--- src/rtl/fxp_to_bcd.sv ---
// Signed fixed-point to sign + BCD converter: double-dabble for the integer part,
// multiply-by-ten digit extraction for the fraction. Optional rounding: FXP_BCD_ROUND_EN.
`timescale 1ns/1ps
module fxp_to_bcd #(
  parameter int INT_W       = 14,
  parameter int FRAC_W      = 12,
  parameter int INT_DIGITS  = 5,
  parameter int FRAC_DIGITS = 4
) (
  input  logic                     clk,
  input  logic                     reset_n,
  input  logic                     in_valid,
  output logic                     in_ready,
  input  logic [INT_W+FRAC_W-1:0]  in_data,
  output logic                     out_valid,
  input  logic                     out_ready,
  output logic                     out_sign,
  output logic [4*INT_DIGITS-1:0]  out_int_bcd,
  output logic [4*FRAC_DIGITS-1:0] out_frac_bcd,
  output logic                     busy
);

  localparam int W     = INT_W + FRAC_W;
  localparam int ID_W  = 4 * INT_DIGITS;
  localparam int FD_W  = 4 * FRAC_DIGITS;
  localparam int CNT_W = $clog2(INT_W + FRAC_DIGITS + 2);

`ifdef FXP_BCD_ROUND_EN
  typedef enum logic [2:0] {S_IDLE, S_INT, S_FRAC, S_ROUND, S_DONE} state_t;
`else
  typedef enum logic [2:0] {S_IDLE, S_INT, S_FRAC, S_DONE} state_t;
`endif

  state_t             state, state_nx;
  logic [CNT_W-1:0]   cnt;
  logic [INT_W-1:0]   int_sh;
  logic [ID_W-1:0]    bcd_int;
  logic [ID_W-1:0]    bcd_adj;
  logic [FRAC_W-1:0]  frac_acc;
  logic [FD_W-1:0]    frac_dig;
  logic [FRAC_W+3:0]  f10;
  logic [W-1:0]       mag;
  logic               last_int;
  logic               last_frac;

  function automatic logic [ID_W-1:0] dd_adjust(input logic [ID_W-1:0] b);
    logic [ID_W-1:0] r;
    r = b;
    for (int i = 0; i < INT_DIGITS; i++) begin
      if (b[4*i +: 4] >= 4'd5) r[4*i +: 4] = b[4*i +: 4] + 4'd3;
    end
    return r;
  endfunction

`ifdef FXP_BCD_ROUND_EN
  logic [3:0] rnd_dig;

  // Decimal +1 across the whole integer.fraction digit string.
  function automatic logic [ID_W+FD_W-1:0] bcd_inc(input logic [ID_W+FD_W-1:0] b);
    logic [ID_W+FD_W-1:0] r;
    logic                 carry;
    r     = b;
    carry = 1'b1;
    for (int i = 0; i < INT_DIGITS + FRAC_DIGITS; i++) begin
      if (carry) begin
        if (b[4*i +: 4] == 4'd9) begin
          r[4*i +: 4] = 4'd0;
        end else begin
          r[4*i +: 4] = b[4*i +: 4] + 4'd1;
          carry       = 1'b0;
        end
      end
    end
    return r;
  endfunction
`endif

  // Two's-complement negate of the most negative value yields 2^(W-1), which fits unsigned.
  assign mag       = in_data[W-1] ? (~in_data + W'(1)) : in_data;
  assign bcd_adj   = dd_adjust(bcd_int);
  assign f10       = {1'b0, frac_acc, 3'b000} + {3'b000, frac_acc, 1'b0};
  assign last_int  = (cnt == CNT_W'(INT_W - 1));
  assign last_frac = (cnt == CNT_W'(FRAC_DIGITS));

  assign in_ready  = (state == S_IDLE);
  assign busy      = (state != S_IDLE);
  assign out_valid = (state == S_DONE);

  always_ff @(posedge clk or negedge reset_n) begin
    if (!reset_n) state <= S_IDLE;
    else          state <= state_nx;
  end

  always_comb begin
    state_nx = state;
    case (state)
      S_IDLE:  if (in_valid) state_nx = S_INT;
      S_INT:   if (last_int) state_nx = S_FRAC;
`ifdef FXP_BCD_ROUND_EN
      S_FRAC:  if (last_frac) state_nx = S_ROUND;
      S_ROUND: state_nx = S_DONE;
`else
      S_FRAC:  if (last_frac) state_nx = S_DONE;
`endif
      S_DONE:  if (out_ready) state_nx = S_IDLE;
      default: state_nx = S_IDLE;
    endcase
  end

  // The final FRAC cycle (cnt == FRAC_DIGITS) is the commit cycle: no digit is shifted in.
  always_ff @(posedge clk or negedge reset_n) begin
    if (!reset_n) begin
      cnt          <= '0;
      int_sh       <= '0;
      bcd_int      <= '0;
      frac_acc     <= '0;
      frac_dig     <= '0;
      out_sign     <= 1'b0;
      out_int_bcd  <= '0;
      out_frac_bcd <= '0;
`ifdef FXP_BCD_ROUND_EN
      rnd_dig      <= '0;
`endif
    end else begin
      case (state)
        S_IDLE: begin
          if (in_valid) begin
            out_sign <= in_data[W-1];
            int_sh   <= mag[W-1:FRAC_W];
            frac_acc <= mag[FRAC_W-1:0];
            bcd_int  <= '0;
            frac_dig <= '0;
            cnt      <= '0;
          end
        end
        S_INT: begin
          bcd_int <= (bcd_adj << 1) | ID_W'(int_sh[INT_W-1]);
          int_sh  <= int_sh << 1;
          cnt     <= last_int ? '0 : cnt + 1'b1;
        end
        S_FRAC: begin
          if (!last_frac) begin
            frac_dig <= (frac_dig << 4) | FD_W'(f10[FRAC_W+3:FRAC_W]);
            frac_acc <= f10[FRAC_W-1:0];
            cnt      <= cnt + 1'b1;
          end else begin
`ifdef FXP_BCD_ROUND_EN
            rnd_dig      <= f10[FRAC_W+3:FRAC_W];
`else
            out_int_bcd  <= bcd_int;
            out_frac_bcd <= frac_dig;
`endif
          end
        end
`ifdef FXP_BCD_ROUND_EN
        S_ROUND: begin
          if (rnd_dig >= 4'd5) {out_int_bcd, out_frac_bcd} <= bcd_inc({bcd_int, frac_dig});
          else                 {out_int_bcd, out_frac_bcd} <= {bcd_int, frac_dig};
        end
`endif
        default: ;
      endcase
    end
  end

endmodule

--- config.mk ---
export PLATFORM = sky130hd
export DESIGN_NAME = fxp_to_bcd
export DESIGN_NICKNAME = d
export VERILOG_FILES = /design/src/rtl/fxp_to_bcd.sv
export SDC_FILE = /design/constraint.sdc
export NUM_CORES = 1
export LEC_CHECK = 0
export BUFFER_PORTS_ARGS = -buffer_cell sky130_fd_sc_hd__clkbuf_2
export CELL_PAD_IN_SITES_DETAIL_PLACEMENT = 0
export CELL_PAD_IN_SITES_GLOBAL_PLACEMENT = 1
export CORE_AREA = 2 2 150 152
export DETAILED_ROUTE_END_ITERATION = 7
export DIE_AREA = 0 0 152 154
export GPL_ROUTABILITY_DRIVEN = 0
export GPL_TIMING_DRIVEN = 0
export PLACE_DENSITY_LB_ADDON = 0.1
export SETUP_SLACK_MARGIN = 0.02
export SLEW_MARGIN = 20
export SYNTH_ARGS = -nofsm -noshare
export SYNTH_HDL_FRONTEND = slang
export SYNTH_SLANG_ARGS = --single-unit
--- constraint.sdc ---
create_clock -name clk -period 2 [get_ports clk]
set_input_delay 0.1 -clock clk [delete_from_list [all_inputs] [get_ports clk]]
set_output_delay 0.1 -clock clk [all_outputs]
set_load 0.005 [all_outputs]
== Yosys cells after proc, flatten, opt, wreduce, memory -nomap -nowiden ==
Cells that the tools add are included.

* Register bits: 107
* Bits in latches: 0
* Memory bits (writable): 0
* Memory bits (read-only): 0
* Input bits: 30
* Output and inout port bits: 40
* Word-level logic and storage cells: 71
* Memories: 0

* Add/sub/neg operators: 8
* $mul: 0
* Divide/modulo/power cells: 0
* $lt $le $gt $ge: 5
* Eq/ne operators: 10
* Shifts and indexed selects: 0
* Multiplexer cells: 25
* Bitwise gates (word level): 3
* Reductions and logical operators: 11

{| class="wikitable"
|+ Operator list
! cell !! number
|-
| case mux 20 bit (2 select lines) || 1
|-
| two-way mux 16 bit || 2
|-
| case mux 16 bit (2 select lines) || 1
|-
| case mux 14 bit (2 select lines) || 1
|-
| adder 26 x 1 -> 26 bit (second input constant) || 1
|-
| two-way mux 26 bit || 1
|-
| NOT 26 bit || 1
|-
| two-way mux 12 bit || 2
|-
| case mux 12 bit (2 select lines) || 1
|-
| >= comparator 4 x 3 -> 1 bit (second input constant) || 5
|-
| two-way mux 20 bit || 1
|-
| bitwise OR 20 x 1 -> 20 bit || 1
|-
| adder 15 x 13 -> 16 bit || 1
|-
| adder 4 x 2 -> 4 bit (second input constant) || 4
|-
| two-way mux 4 bit || 4
|-
| bitwise OR 16 x 4 -> 16 bit || 1
|-
| two-way mux 3 bit || 5
|-
| two-way mux 5 bit || 3
|-
| case mux 5 bit (3 select lines) || 1
|-
| two-way mux 14 bit || 1
|-
| case mux 3 bit (4 select lines) || 1
|-
| != test 2 bit (second input constant) || 4
|-
| equality test 3 x 2 -> 1 bit (second input constant) || 2
|-
| AND reduction 2 bit || 3
|-
| 11 further kinds || 14
|}

== Depth between registers and ports, before layout ==
Gate-level depths: netlist (run 1).

* Word-level depth: 5
* Mapped depth: 9
* Gate-level depth less buffers: 9

== Least setup slack after synthesis (run 1) ==
OpenSTA, ideal clock, no wires.

* Path type: flip-flop to flip-flop
* From: register cnt[0]
* To: register out_frac_bcd[10]
* Setup time: 125 ps
* Data arrival time: 1889 ps
* Data required time: 1875 ps
* Setup slack: -14 ps
* Stages on the path, launching flop included: 8
* Path buffers: 2
* Cells stage by stage: dfrtp_1 inv_1 ha_1 nor4bb_1 nand2_1 clkbuf_1 buf_1 mux2_2

* Longest elaborated chain between the ends: 2

{| class="wikitable"
|+ RTL lines
! item !! line !! text
|-
| start: declaration || 35 || <nowiki>logic [CNT_W-1:0] cnt;</nowiki>
|-
| start signal: assignment || 139 || <nowiki>cnt <= last_int ? '0 : cnt + 1'b1;</nowiki>
|-
| start signal: assignment || 145 || <nowiki>cnt <= cnt + 1'b1;</nowiki>
|-
| equality test 5 x 3 -> 1 bit || 83 || <nowiki>assign last_frac = (cnt == CNT_W'(FRAC_DIGITS));</nowiki>
|-
| AND reduction 2 bit (no source line) || n/a ||
|-
| end signal: assignment || 151 || <nowiki>out_frac_bcd <= frac_dig;</nowiki>
|-
| end: declaration || 19 || <nowiki>output logic [4*FRAC_DIGITS-1:0] out_frac_bcd,</nowiki>
|}

Every way passes these cells.
A chain may end at the register's enable or synchronous reset.

== Worst setup path after layout (run 1) ==
* From: register frac_acc[3]
* To: register frac_dig[1]

* Longest elaborated chain between the ends: 4

{| class="wikitable"
|+ RTL lines
! item !! line !! text
|-
| start: declaration || 39 || <nowiki>logic [FRAC_W-1:0] frac_acc;</nowiki>
|-
| start signal: assignment || 130 || <nowiki>frac_acc <= mag[FRAC_W-1:0];</nowiki>
|-
| start signal: assignment || 144 || <nowiki>frac_acc <= f10[FRAC_W-1:0];</nowiki>
|-
| adder 15 x 13 -> 16 bit || 81 || <nowiki>assign f10 = {1'b0, frac_acc, 3'b000} + {3'b000, frac_acc, 1'b0};</nowiki>
|-
| bitwise OR 16 x 4 -> 16 bit || 143 || <nowiki>frac_dig <= (frac_dig << 4) | FD_W'(f10[FRAC_W+3:FRAC_W]);</nowiki>
|-
| two-way mux 16 bit || 142 || <nowiki>if (!last_frac) begin</nowiki>
|-
| case mux 16 bit (2 select lines) || 125 || <nowiki>case (state)</nowiki>
|-
| end signal: assignment || 143 ||
|-
| end: declaration || 40 || <nowiki>logic [FD_W-1:0] frac_dig;</nowiki>
|}

Every way passes these cells. The select of a mux whose other input is x is not followed.

==> reports/metrics.csv, run 1 <==
stage;metric;value;unit
status;status;finished, violations left;
status;violations in the final reports;setup timing;
critical_path;Worst R2R Setup Slack;-20;ps
logic_synthesis;Syn Inst Count;574;
logic_synthesis;Synth Area in Simple Gates;14.8;%
sta;Worst-Margin Slew;568;ps
power_and_ir_drop;PwrDens;1270;mW/mm^2
floorplan;die height;154;um
critical_path;worst reg2reg path endpoint;frac_dig[1];
logic_synthesis;sequential share of the synthesized area;47.5;%
logic_synthesis;top_reg_cell synth;dfrtp_1;
critical_path;CP Depth;8;
clock_tree;Reg clk slew, reported paths;80;ps
critical_path;cell chain of the critical path;ha_1 -> o21ai_2 -> a21oi_4 -> o31a_1 -> buf_4 -> o31ai_4 -> xor2_1 -> o21ai_1;
drt;DR pass1 iterations;6;
power_and_ir_drop;Worst VDD drop;0.490;mV
logic_synthesis;net count after synthesis;633;
finish;final core utilization;32.1;%
sta;fmax;494;MHz
critical_path;crit path capture;frac_dig[1];
grt;pin count of the biggest net entering global routing;67;
critical_path;CP Launch Type;flop;
power_and_ir_drop;P_leak;3.28;nW
logic_synthesis;Synth async-reset ratio;100;%
critical_path;Crit Path Class;flop to flop;
job;max-capacitance violation count;0;
floorplan;DIE AREA;0.0234;sq mm
logic_synthesis;Unique masters post-synth;47;
place;DP Worst Slack;-680;ps
logic_synthesis;post-synth top area cell;dfrtp_1;
place;placed cell area;0.00632;sq mm
logic_synthesis;EDFF count, synth;0;
sta;Setup-failing EPs final;1;
grt;initial antenna violation count;0;
logic_synthesis;Syn Area/Cell;9.72;sq um
min_path;Hold Crit Class;input pin to flop;
finish;Final Instance Area;0.00697;sq mm
logic_synthesis;post-synthesis cell area;0.00558;sq mm
critical_path;CP Capture Type;flop;
critical_path;Crit path arrival time;2260;ps
sta;Max-Slew Margin vs Limit;62.1;%
finish;NumNets Final;725;
critical_path;Buf+Inv Stages, Crit Path;1;
place;# port buffers;68;
drt;Via-to-Cell Ratio;4.71;
logic_synthesis;Post-Synth XOR/XNOR Area;5.96;%
logic_synthesis;largest family of logic cells by synthesized area;compound AO/OA/AOI/OAI gates;
power_and_ir_drop;PnR Total Power;8.86;mW
sta;RSZ-0062 raised after global routing;yes;
floorplan;# IOs;70;
sta;Final Max Slew Viols;0;
place;detailed-placement wirelength estimate;11.0;mm
floorplan;initial core utilization;25.7;%
finish;Syn-to-layout area delta;24.8;%
logic_synthesis;count leader, synth;dfrtp_1;
sta;worst-case clock skew;13.6;ps
logic_synthesis;compound-gate portion of the synthesized area;16.0;%
drt;Vias;4483;
critical_path;CP max stage cell;dfrtp_1;
floorplan;Placeable Area;0.0217;sq mm
logic_synthesis;synthesized flop and latch total;106;
logic_synthesis;commonest cells in the synthesized netlist;106 x dfrtp_1, 88 x nand2_1, 74 x o21ai_0;
clock_tree;Clock Sinks;106;
drt;drt total wl;14.9;mm
sta;Final Hold Vio Count;0;
finish;fin cells;951;
logic_synthesis;yosys synthesis warning count;0;
clock_tree;TritonCTS Buffers;9;
grt;gr ovfl total;0;
logic_synthesis;multiplexer area fraction after synthesis;6.03;%
critical_path;CP required;2240;ps
clock_tree;number of H-tree levels;3;
finish;Antenna Cells;0;
sta;Tmin final;2020;ps
critical_path;RR Startpoint;frac_acc[3];
grt;first-pass GRT wire length;24.8;mm
critical_path;critical path launch point;frac_acc[3];
grt;GR Util All Layers;13.0;%
clock_tree;clk buf depth;2;
critical_path;crit-path max FO;4;
sta;final period utilization;101;%
critical_path;cell family with most CP delay;compound AO/OA/AOI/OAI gates;
logic_synthesis;share of the synthesized area in the top cell type;47.5;%
grt;vias in the first global route;4630;
critical_path;Worst Reg-to-Reg Cells;8;
drt;DRC;0;
drt;DR WL/cell;15.7;um
clock_tree;root buffer cell;clkbuf_16;
place;dpl cells;923;
floorplan;Die W;152;um
floorplan;Row Count;54;
logic_synthesis;synth top area cells;dfrtp_1 48%, o21ai_0 6.6%, ha_1 6.3%;
sta;Hold Worst Slack;28.0;ps
sta;setup TNS;-23.5;ps
drt;initial DRC count;217;
logic_synthesis;adder-cell area share of the yosys netlist;6.64;%
finish;layout cells sized above 1;27.1;%
clock_tree;CTS tree;done;
clock_tree;clk_lat worst skew;360;ps
critical_path;critical path's largest stage delay;440;ps
sta;final worst setup slack;-23.5;ps
drt;number of routed nets with antenna violations;0;
==> registers in the layout, indices dropped and copies added, names as in the netlist <==
register,count
cnt,5
out_int_bcd,20
bcd_int,20
frac_acc,12
frac_dig,16
out_frac_bcd,16
out_sign,1
int_sh,14
state,2
==> cell families (layout without fill, tap and decap cells) <==
group	after synthesis	count (layout)
AND/OR/NAND/NOR	176	176
AO/OA/AOI/OAI	149	149
flip-flops	106	106
buffers and inverters	46	143
XOR/XNOR	38	38
multiplexers	30	30
adder cells (fa/ha/maj)	29	29
==> how the worst min path moves through the flow <==
stage / start / slack, ps / cells after the start / end
after floorplan: reset_n / -200 / 0 / bcd_int[0]
after global placement: in_data[0] / 410 / 3 / frac_acc[0]
after detailed placement: reset_n / 60 / 1 / bcd_int[13]
after CTS: in_data[0] / 20 / 3 / frac_acc[0]
after global routing: in_data[0] / 50 / 3 / frac_acc[0]
final: in_data[0] / 30 / 3 / frac_acc[0]
==> cell type report <==
| cell class | instances | area, sq um |
|---|---|---|
| clock buffers | 9 | 225 |
| fillers | 2263 | 14700 |
| clock inverters | 7 | 67.6 |
| well taps | 280 | 350 |
| plain buffers | 22 | 153 |
| flip-flops and latches | 106 | 2650 |
| multi-input cells | 422 | 2940 |
| inverters | 21 | 81.3 |
| repair buffers | 84 | 492 |
==> placed cells by master, fill, tap and decap left out, types with 3 or more instances in the layout <==
master,netlist,routed
a21o_1,3,3
a21oi_1,18,17
a22oi_1,14,14
a31oi_1,3,3
buf_4,0,16
clkbuf_1,23,6
clkbuf_16,0,9
clkbuf_2,0,73
clkbuf_4,0,4
clkbuf_8,0,5
dfrtp_1,106,106
ha_1,28,24
inv_1,21,19
mux2_2,29,29
nand2_1,88,86
nand2b_1,10,9
nand3_1,19,19
nor2_1,26,23
nor3_1,8,8
o21a_1,3,3
o21ai_0,74,69
o21ai_1,2,3
o21ai_2,0,3
o31ai_1,14,12
o41ai_1,4,4
or2_2,3,3
or3b_4,1,3
xnor2_1,12,12
xor2_1,26,26
==> tightest hold or removal path: stages <==
cell,delay (ps)
clkbuf_2,100
inv_1,70
o31ai_1,80
==> what timing repair did <==
item / CTS / global route
hold buffers: 1 / 0
hold endpoints to repair: 40 / 0
gates resized for setup: 55 / 20
pin swaps: 8 / 11
endpoints found under the setup margin: 105 / 89
setup buffers: 9 / 5
==> layer usage <==
layer	routed length (um)	global-route usage [%]
met1	7460	18.3
met2	6750	21.0
met5	0	0
met3	572	2.42
met4	129	2.76
==> power breakdown <==
group / leakage, nW / internal (mW) / total (mW) / switching, mW
Clock: 0.145 / 0.885 / 1.80 / 0.916
Sequential: 1.43 / 2.53 / 2.85 / 0.322
Combinational: 1.71 / 1.78 / 4.20 / 2.42
Power figures use the tool's default switching activity.
==> run 2: changes to the inputs <==
Settings changed: SKIP_CTS_REPAIR_TIMING set to 1.
==> run 2 against run 1 <==
Against the previous run:
- the run still ends with setup timing left
- register-to-register slack worse by 60 ps
- count of clock-buffer cells in the layout unchanged
- clock power about the same
- critical path depth up 2
- cell area up 0.18%
- power about the same
- combinational power about the same
- core utilization up 0.058 points
==> reports/metrics.csv, run 2 (synthesis gave the netlist of run 1 again) <==
stage;metric;value;unit;change
status;status;finished, violations left;;unchanged
status;violations in the final reports;setup timing;;unchanged
critical_path;CP required;2240;ps;about the same
finish;commonest cells after routing, fill and taps aside;106 x dfrtp_1, 86 x nand2_1, 73 x clkbuf_2;;unchanged
critical_path;CP max stage cell;dfrtp_1;;unchanged
drt;DR pass1 iterations;4;;was 6
finish;Syn-to-layout area delta;25.0;%;was 24.8%
place;# port buffers;68;;unchanged
sta;Hold Worst Slack;28.9;ps;was 28.0 ps
critical_path;Crit Path Class;flop to flop;;unchanged
sta;Final Max Slew Viols;0;;unchanged
place;DP Worst Slack;-680;ps;unchanged
job;max-capacitance violation count;0;;unchanged
min_path;Hold Crit Class;input pin to flop;;unchanged
sta;final worst setup slack;-79.4;ps;was -23.5 ps
floorplan;initial core utilization;25.7;%;unchanged
place;detailed-placement wirelength estimate;11.0;mm;unchanged
floorplan;# IOs;70;;unchanged
drt;number of routed nets with antenna violations;0;;unchanged
sta;RSZ-0062 raised after global routing;yes;;unchanged
clock_tree;root buffer cell;clkbuf_16;;unchanged
drt;Vias;4498;;was 4,483
sta;Worst-Margin Slew;564;ps;was 568 ps
grt;initial antenna violation count;0;;unchanged
finish;NumNets Final;730;;was 725
grt;gr ovfl total;0;;unchanged
drt;drt total wl;14.9;mm;about the same
clock_tree;clk buf depth;2;;unchanged
critical_path;CP Capture Type;flop;;unchanged
floorplan;Row Count;54;;unchanged
clock_tree;Clock Sinks;106;;unchanged
power_and_ir_drop;PwrDens;1270;mW/mm^2;about the same
floorplan;Die W;152;um;unchanged
power_and_ir_drop;P_leak;3.29;nW;was 3.28 nW
floorplan;die height;154;um;unchanged
clock_tree;Reg clk slew, reported paths;80;ps;about the same
critical_path;cell chain of the critical path;ha_2 -> inv_2 -> fa_2 -> nand2b_4 -> a21oi_4 -> o31a_1 -> buf_4 -> o31ai_4 -> xor2_1 -> o21ai_1;;was ha_1 -> o21ai_2 -> a21oi_4 -> o31a_1 -> buf_4 -> o31ai_4 -> xor2_1 -> o21ai_1
clock_tree;TritonCTS Buffers;9;;unchanged
power_and_ir_drop;Worst VDD drop;0.502;mV;was 0.490 mV
finish;most common cell after layout, fill and taps aside;dfrtp_1;;unchanged
finish;layout cells sized above 1;27.8;%;was 27.1%
drt;DRC;0;;unchanged
critical_path;CP Launch Type;flop;;unchanged
sta;Max-Slew Margin vs Limit;62.4;%;was 62.1%
finish;Antenna Cells;0;;unchanged
grt;GR Util All Layers;12.8;%;was 13.0%
critical_path;Crit path arrival time;2320;ps;was 2260 ps
floorplan;Placeable Area;0.0217;sq mm;unchanged
clock_tree;CTS tree;done;;unchanged
finish;final core utilization;32.2;%;was 32.1%
sta;Setup-failing EPs final;3;;was 1
sta;Final Hold Vio Count;0;;unchanged
clock_tree;clk_lat worst skew;360;ps;about the same
finish;largest registers;bcd_int: 20 flops, out_int_bcd: 20 flops;;unchanged
drt;initial DRC count;185;;was 217
sta;fmax;481;MHz;was 494 MHz
power_and_ir_drop;PnR Total Power;8.85;mW;was 8.86 mW
sta;Tmin final;2080;ps;was 2020 ps
drt;Via-to-Cell Ratio;4.71;;about the same
critical_path;crit-path max FO;3;;was 4
sta;worst-case clock skew;13.7;ps;was 13.6 ps
drt;DR WL/cell;15.6;um;was 15.7 um
floorplan;DIE AREA;0.0234;sq mm;unchanged
grt;vias in the first global route;4573;;was 4,630
grt;first-pass GRT wire length;24.5;mm;was 24.8 mm
grt;pin count of the biggest net entering global routing;67;;unchanged
clock_tree;number of H-tree levels;3;;unchanged
critical_path;critical path's largest stage delay;410;ps;was 440 ps
sta;final period utilization;104;%;was 101%
## run 2: changes by cell type in the layout (fill, tap and decap cells not counted), moves of 2 or more
cell / delta
buf_4: +8
clkbuf_8: -4
o21ai_1: +4
o21ai_0: -3
clkbuf_4: -2
## run 2: worst paths after layout
check                      slack, ps      endpoint    startpoint  cells after the start
max                              -80   frac_dig[1]   frac_acc[2]                     10
min                               30   frac_acc[0]    in_data[0]                      3
max reg2reg                      -80   frac_dig[1]   frac_acc[2]                     10
min reg2reg                      470  frac_dig[12]  frac_dig[12]                      2
max in group asynchronous       1100   frac_acc[9]       reset_n                      3
min in group asynchronous        240   bcd_int[13]       reset_n                      2
## run 2: routing by layer
metal	wire, um	part of all wire (%)	vias up	track usage (%)
met5	0	0	-	0
met4	129	0.86	0	2.76
met3	462	3.1	9	2.40
met2	6820	46	77	20.5
met1	7520	50	2197	18.1
li1	-	-	2215	-
## run 2: metrics by stage
stage	std cells	cell area, sq um	TNS [ps]
after floorplan	574	5590	0
after global placement	922	6280	-134080
after detailed placement	923	6320	-44470
after CTS	939	6610	-45790
after global routing	956	6980	-480
final	956	6980	-157
## run 2: power by group
group | switching [mW] | internal, mW
sequential | 0.331 | 2.53
combinational | 2.40 | 1.79
clock | 0.912 | 0.884
total | 3.65 | 5.21
## run 2: cell type report
cell class              count  area, sq um
clock buffers               9          225
plain buffers              23          129
multi-input cells         422         2940
fillers                  2254        14700
clock inverters             7         67.6
repair buffers             88          534
inverters                  21         81.3
flip-flops and latches    106         2650
well taps                 280          350
## run 2: worst max-delay path: cells and delay by family, from the launching register on
kind | cells | cell delay (ps)
AO/OA/AOI/OAI | 4 | 650
XOR/XNOR | 1 | 160
adder cells (fa/ha/maj) | 2 | 380
buffers and inverters | 2 | 200
flip-flops | 1 | 410
AND/OR/NAND/NOR | 1 | 150
